<file path="config.mk">
export PLATFORM = sky130hd
export DESIGN_NAME = oam_dma
export DESIGN_NICKNAME = d
export VERILOG_FILES = /design/src/rtl/famicom_bus_pkg.sv /design/src/rtl/oam_dma.sv
export SDC_FILE = /design/constraint.sdc
export NUM_CORES = 1
export LEC_CHECK = 0
export CAP_MARGIN = 25
export CORE_ASPECT_RATIO = 1.2
export CORE_UTILIZATION = 42
export DETAILED_ROUTE_END_ITERATION = 10
export PLACE_DENSITY = 0.91
export REMOVE_ABC_BUFFERS = 1
export SLEW_MARGIN = 20
export SYNTH_ARGS = -nofsm -noshare
export SYNTH_HDL_FRONTEND = slang
export SYNTH_SLANG_ARGS = --single-unit
</file>
<file path="constraint.sdc">
create_clock -name clk -period 3.74 [get_ports clk]
set_input_delay 0.935 -clock clk [delete_from_list [all_inputs] [get_ports clk]]
set_output_delay 0.935 -clock clk [all_outputs]
set_load 0.01 [all_outputs]
</file>
<file path="src/rtl/famicom_bus_pkg.sv">
// Shared CPU-bus constants and the sprite DMA state type for the 2A03 bus slice.
package famicom_bus_pkg;

    localparam logic [15:0] APU_OAMDMA   = 16'h4014;
    localparam logic [15:0] PPU_OAMDATA  = 16'h2004;
    localparam int unsigned OAM_XFER_LEN = 256;

    typedef enum logic [2:0] {
        IDLE,
        HALT,
        ALIGN,
        GET,
        PUT
    } dma_state_t;

endpackage

</file>
<file path="src/rtl/oam_dma.sv">
// 2A03 sprite DMA: a $4014 write stalls the CPU and copies page $XX00-$XXFF into $2004.
// dma_busy is the bus-arbiter select between the CPU's external address and dma_addr.
module oam_dma
    import famicom_bus_pkg::*;
#(
    parameter logic [15:0] DMA_REG_ADDR  = APU_OAMDMA,
    parameter logic [15:0] OAM_DATA_ADDR = PPU_OAMDATA,
    parameter int unsigned XFER_LEN      = OAM_XFER_LEN
) (
    input  logic        clk,
    input  logic        reset,
    input  logic [15:0] cpu_addr,
    input  logic [7:0]  cpu_wdata,
    input  logic        cpu_we,
    input  logic [7:0]  dma_rdata,
    output logic        cpu_rdy,
    output logic        dma_busy,
    output logic [15:0] dma_addr,
    output logic        dma_re,
    output logic        dma_we,
    output logic [7:0]  dma_wdata
);

    localparam int unsigned IDX_W = $clog2(XFER_LEN);

    dma_state_t       r_state;
    dma_state_t       w_state_next;
    logic [7:0]       r_page;
    logic [IDX_W-1:0] r_index;
    logic             r_parity;

    logic             w_trigger;
    logic             w_last;
    logic [15:0]      w_src_addr;

    assign w_trigger  = cpu_we && (cpu_addr == DMA_REG_ADDR);
    assign w_last     = (r_index == IDX_W'(XFER_LEN - 1));
    // Source never carries into the page byte: the index simply wraps.
    assign w_src_addr = {r_page, 8'(r_index)};

    always_ff @(posedge clk) begin
        if (reset) begin
            r_state <= IDLE;
        end else begin
            r_state <= w_state_next;
        end
    end

    always_ff @(posedge clk) begin
        if (reset) begin
            r_page   <= '0;
            r_index  <= '0;
            r_parity <= 1'b0;
        end else begin
            r_parity <= ~r_parity;
            if (r_state == IDLE && w_trigger) begin
                r_page  <= cpu_wdata;
                r_index <= '0;
            end else if (r_state == PUT) begin
                r_index <= r_index + IDX_W'(1);
            end
        end
    end

    always_comb begin
        w_state_next = r_state;
        unique case (r_state)
            IDLE:    if (w_trigger) w_state_next = HALT;
            // An odd HALT cycle lets GET fall straight onto the next even cycle.
            HALT:    w_state_next = r_parity ? GET : ALIGN;
            ALIGN:   w_state_next = GET;
            GET:     w_state_next = PUT;
            PUT:     w_state_next = w_last ? IDLE : GET;
            default: w_state_next = IDLE;
        endcase
    end

    always_comb begin
        cpu_rdy   = 1'b0;
        dma_busy  = 1'b1;
        dma_addr  = 16'h0000;
        dma_re    = 1'b0;
        dma_we    = 1'b0;
        dma_wdata = 8'h00;
        unique case (r_state)
            IDLE: begin
                cpu_rdy  = 1'b1;
                dma_busy = 1'b0;
            end
            HALT, ALIGN: begin
            end
            GET: begin
                dma_re   = 1'b1;
                dma_addr = w_src_addr;
            end
            PUT: begin
                dma_we    = 1'b1;
                dma_addr  = OAM_DATA_ADDR;
                dma_wdata = dma_rdata;
            end
            default: begin
                cpu_rdy  = 1'b1;
                dma_busy = 1'b0;
            end
        endcase
    end

endmodule

</file>
==> results.md <==
- Status: completed
- Later-pin clock latency in the skew report: 0.29 ns
- Xor and xnor fraction of the mapped netlist area: between 5 and 6%
- Yosys top cell by area: dfxtp_1
- Final period util: 85.41%
- Worst setup slack after layout: 0.5458 ns
- RSZ-0062 raised after global routing: false
- Synthesized area per cell: around 8.5 um2
- GRT Total Usage: 19.13%
- Total setup buffers inserted after CTS: 0
- CTS tree: built
- Startpoint Class: register
- CP max-delay cell: or3b_1
- CP max FO: 13
- Chip height: approximately 60 um
- Area share of the largest cell type after synthesis: 34.01%
- Chip width: 50.33 um
- Vias: 1209
- Vias per inst: roughly 5.3
- Io pins: 63
- Final WL: 2.840 mm
- Initial cell density of the core: between 40% and 50%
- Ranking of synthesized cells by area: dfxtp_1 34%, and2_1 13%, nand4_1 6.4%
- Worst IR Drop VDD: about 190 uV
- Hold-fix buffers, CTS: 0
- Final Hold Vio Count: 0
- Clk buf depth: 2
- Num Clock Sinks: 20
- CP Capture Type: output port
- Peak Freq: 313.1 MHz
- Root buffer cell: clkbuf_4
- Post-route cell area: 0.001815 mm2
- Drt wl/cell: between 10 and 15 um
- Sum of negative setup slack: 0 ns
- Layout cells sized above 1: 9.694%
- First drt pass iteration count: 4
- Final net count: 233
- Post-DRT Antenna Nets: 0
- Placed insts: 225
- Drt drc: 0
- Min-Delay Path Depth: 1
- YS warnings: 0
- DP HPWL: approximately 2.3 mm
- CTS H-tree lvls: 1
- Worst Tran Pin Value: 0.8005 ns
- Number of DRC markers in iteration 0: 18
- Gr ovfl total: 0
- Worst path max stage delay: 0.57 ns
- I/O Buffers: 62
- Max cap viols: 0
- Max Clock Skew: 0.001410 ns
- Slew HR: 46.46%
- Gp weighted congestion: 0.8602
- Cell variety after synth: 32
- Initial antenna violation count: 0
- Largest net degree at the start of global routing: 20
- DP Area: about 0.0018 mm2
- CTS clock-pin slew for the worst setup and hold paths: 0.11 ns
- Cell Area, Synth: 0.001177 mm2
- CP Data Arrival Time: 2.26 ns
- Max-slew violations: 0
- Final setup fails: 0
- Critical Setup Path Class: register to output port
- Core Area: 0.002603 mm2
- Non-Filler Instances: 229
- Largest family of logic cells by synthesized area: simple AND/OR/NAND/NOR gates
- Worst reg-to-reg path cell count: 5
- Mux cell area share after synthesis: less than 1%
- Pre-CTS setup slack: 0.7746 ns
- Number of antenna diodes: 0
- Cts repair resizes: 0
- Min cycle time layout: 3.194 ns
- Crit path cell chain: or3b_1, inv_2, and2_1, clkdlybuf4s50_1
- Syn Inst Count: 139
- Sequential-to-total area share from yosys stat: approximately 34%
- Post-synthesis simple-gate area fraction: 41.98%
- Vias in the first global route: 1096
- DIE AREA: around 0.003 mm2
- Num CTS Buffers: 3
- #FFs+latches synth: 20
- Global-route wire length before repair: 4.450 mm
- Min-delay worst type: register to register
- Cell row count: 20
- Crit path required time: 2.80 ns
- Synth Area in Adders: approximately 1.1%
- Pwr dens: around 210 mW/mm2
- Complex-gate fraction of the synthesized area: 9.777%
- Leakage: between 0.6 and 0.7 nW
- Area grow syn2layout: 54.20%
-- layer usage --
metal  GRT usage (%)  vias to the layer above  routed length [um]
met4           5.952                        0                  31
met1           19.78                      540                1054
met2           36.38                       68                1452
li1                -                      597                   -
met3           6.107                        4                 300
met5               0                        -                   0
-- worst max-delay path, delay by kind of cell, from the launching register on --
kind / cells / cell delay (ns)
buffers and inverters: 2 / 0.77
flip-flops: 1 / 0.47
AND/OR/NAND/NOR: 2 / 0.72
-- power by group --
| group | total [W] | switching [W] | internal, W |
|---|---|---|---|
| Combinational | 0.0000433 | 0.0000106 | 0.0000328 |
| Clock | 0.000124 | 0.0000644 | 0.0000593 |
| Sequential | 0.000214 | 0.000000336 | 0.000214 |
| Total | 0.000381 | 0.0000752 | 0.000306 |
-- Yosys cell counts --
master	n
clkbuf_1	3
buf_6	3
inv_1	1
nor4b_1	2
o221a_2	2
a21oi_1	9
or3_1	1
and2_1	24
buf_4	1
dfxtp_1	20
ha_1	1
nand2b_1	1
mux2i_1	1
nor2_1	8
and3_1	2
or2_2	1
nor3_1	5
nor2_4	1
nor3_4	2
nand4_1	12
xnor2_1	5
buf_2	3
inv_2	1
nand2_1	7
o21a_1	1
o21ai_0	8
xor2_1	3
nor4bb_1	1
nor3_2	6
or3b_1	1
nand3_1	2
nand2_2	1
-- cells in the final DEF (no fill, tap or decap), drive strengths merged --
cell,n
a21oi,9
and2,24
and3,2
buf,1
clkbuf,4
clkdlybuf4s50,62
dfxtp,20
ha,1
inv,2
mux2i,1
nand2,8
nand2b,1
nand3,2
nand4,12
nor2,9
nor3,13
nor4b,2
nor4bb,1
o21a,1
o21ai,8
o221a,2
or2,1
or3,1
or3b,1
xnor2,5
xor2,3
-- logic make-up after synthesis --
family,count (synthesis)
compound gates,20
flops,20
mux,1
simple gates,77
fa+ha+maj,1
buf+inv,12
xor+xnor,8
-- layout make-up --
type                       count  area [um2]
multi-input combinational    107       701.9
tap                           33       41.29
timing repair buffer          63       628.1
inverter                       2       7.507
fill                         216       787.0
sequential                    20       400.4
clock buffer                   4       36.28
-- stage by stage --
step                      hold slack (ns)  util (%)  total power, W
after global placement             0.4056     68.37       0.0002616
after detailed placement           0.4085     68.37       0.0002622
after global routing               0.4558     69.76       0.0003945
after CTS                          0.4240     69.76       0.0003828
after floorplan                    0.3894         -       0.0002231
final                              0.4180     69.76       0.0003810
-- sequential cells by signal, indices dropped and copies added, names as in the netlist --
name / count
r_index: 8
r_page: 8
r_state: 3
r_parity: 1
-- path summary, 6_finish.rpt --
kind,start,endpoint,slack [ns]
worst max-delay path,r_state[2],dma_wdata[0],0.55
worst min-delay path,r_parity,r_parity,0.42
worst max register to register,r_state[2],r_index[6],1.96
worst min register to register,r_parity,r_parity,0.42
Power figures use the tool's default switching activity.
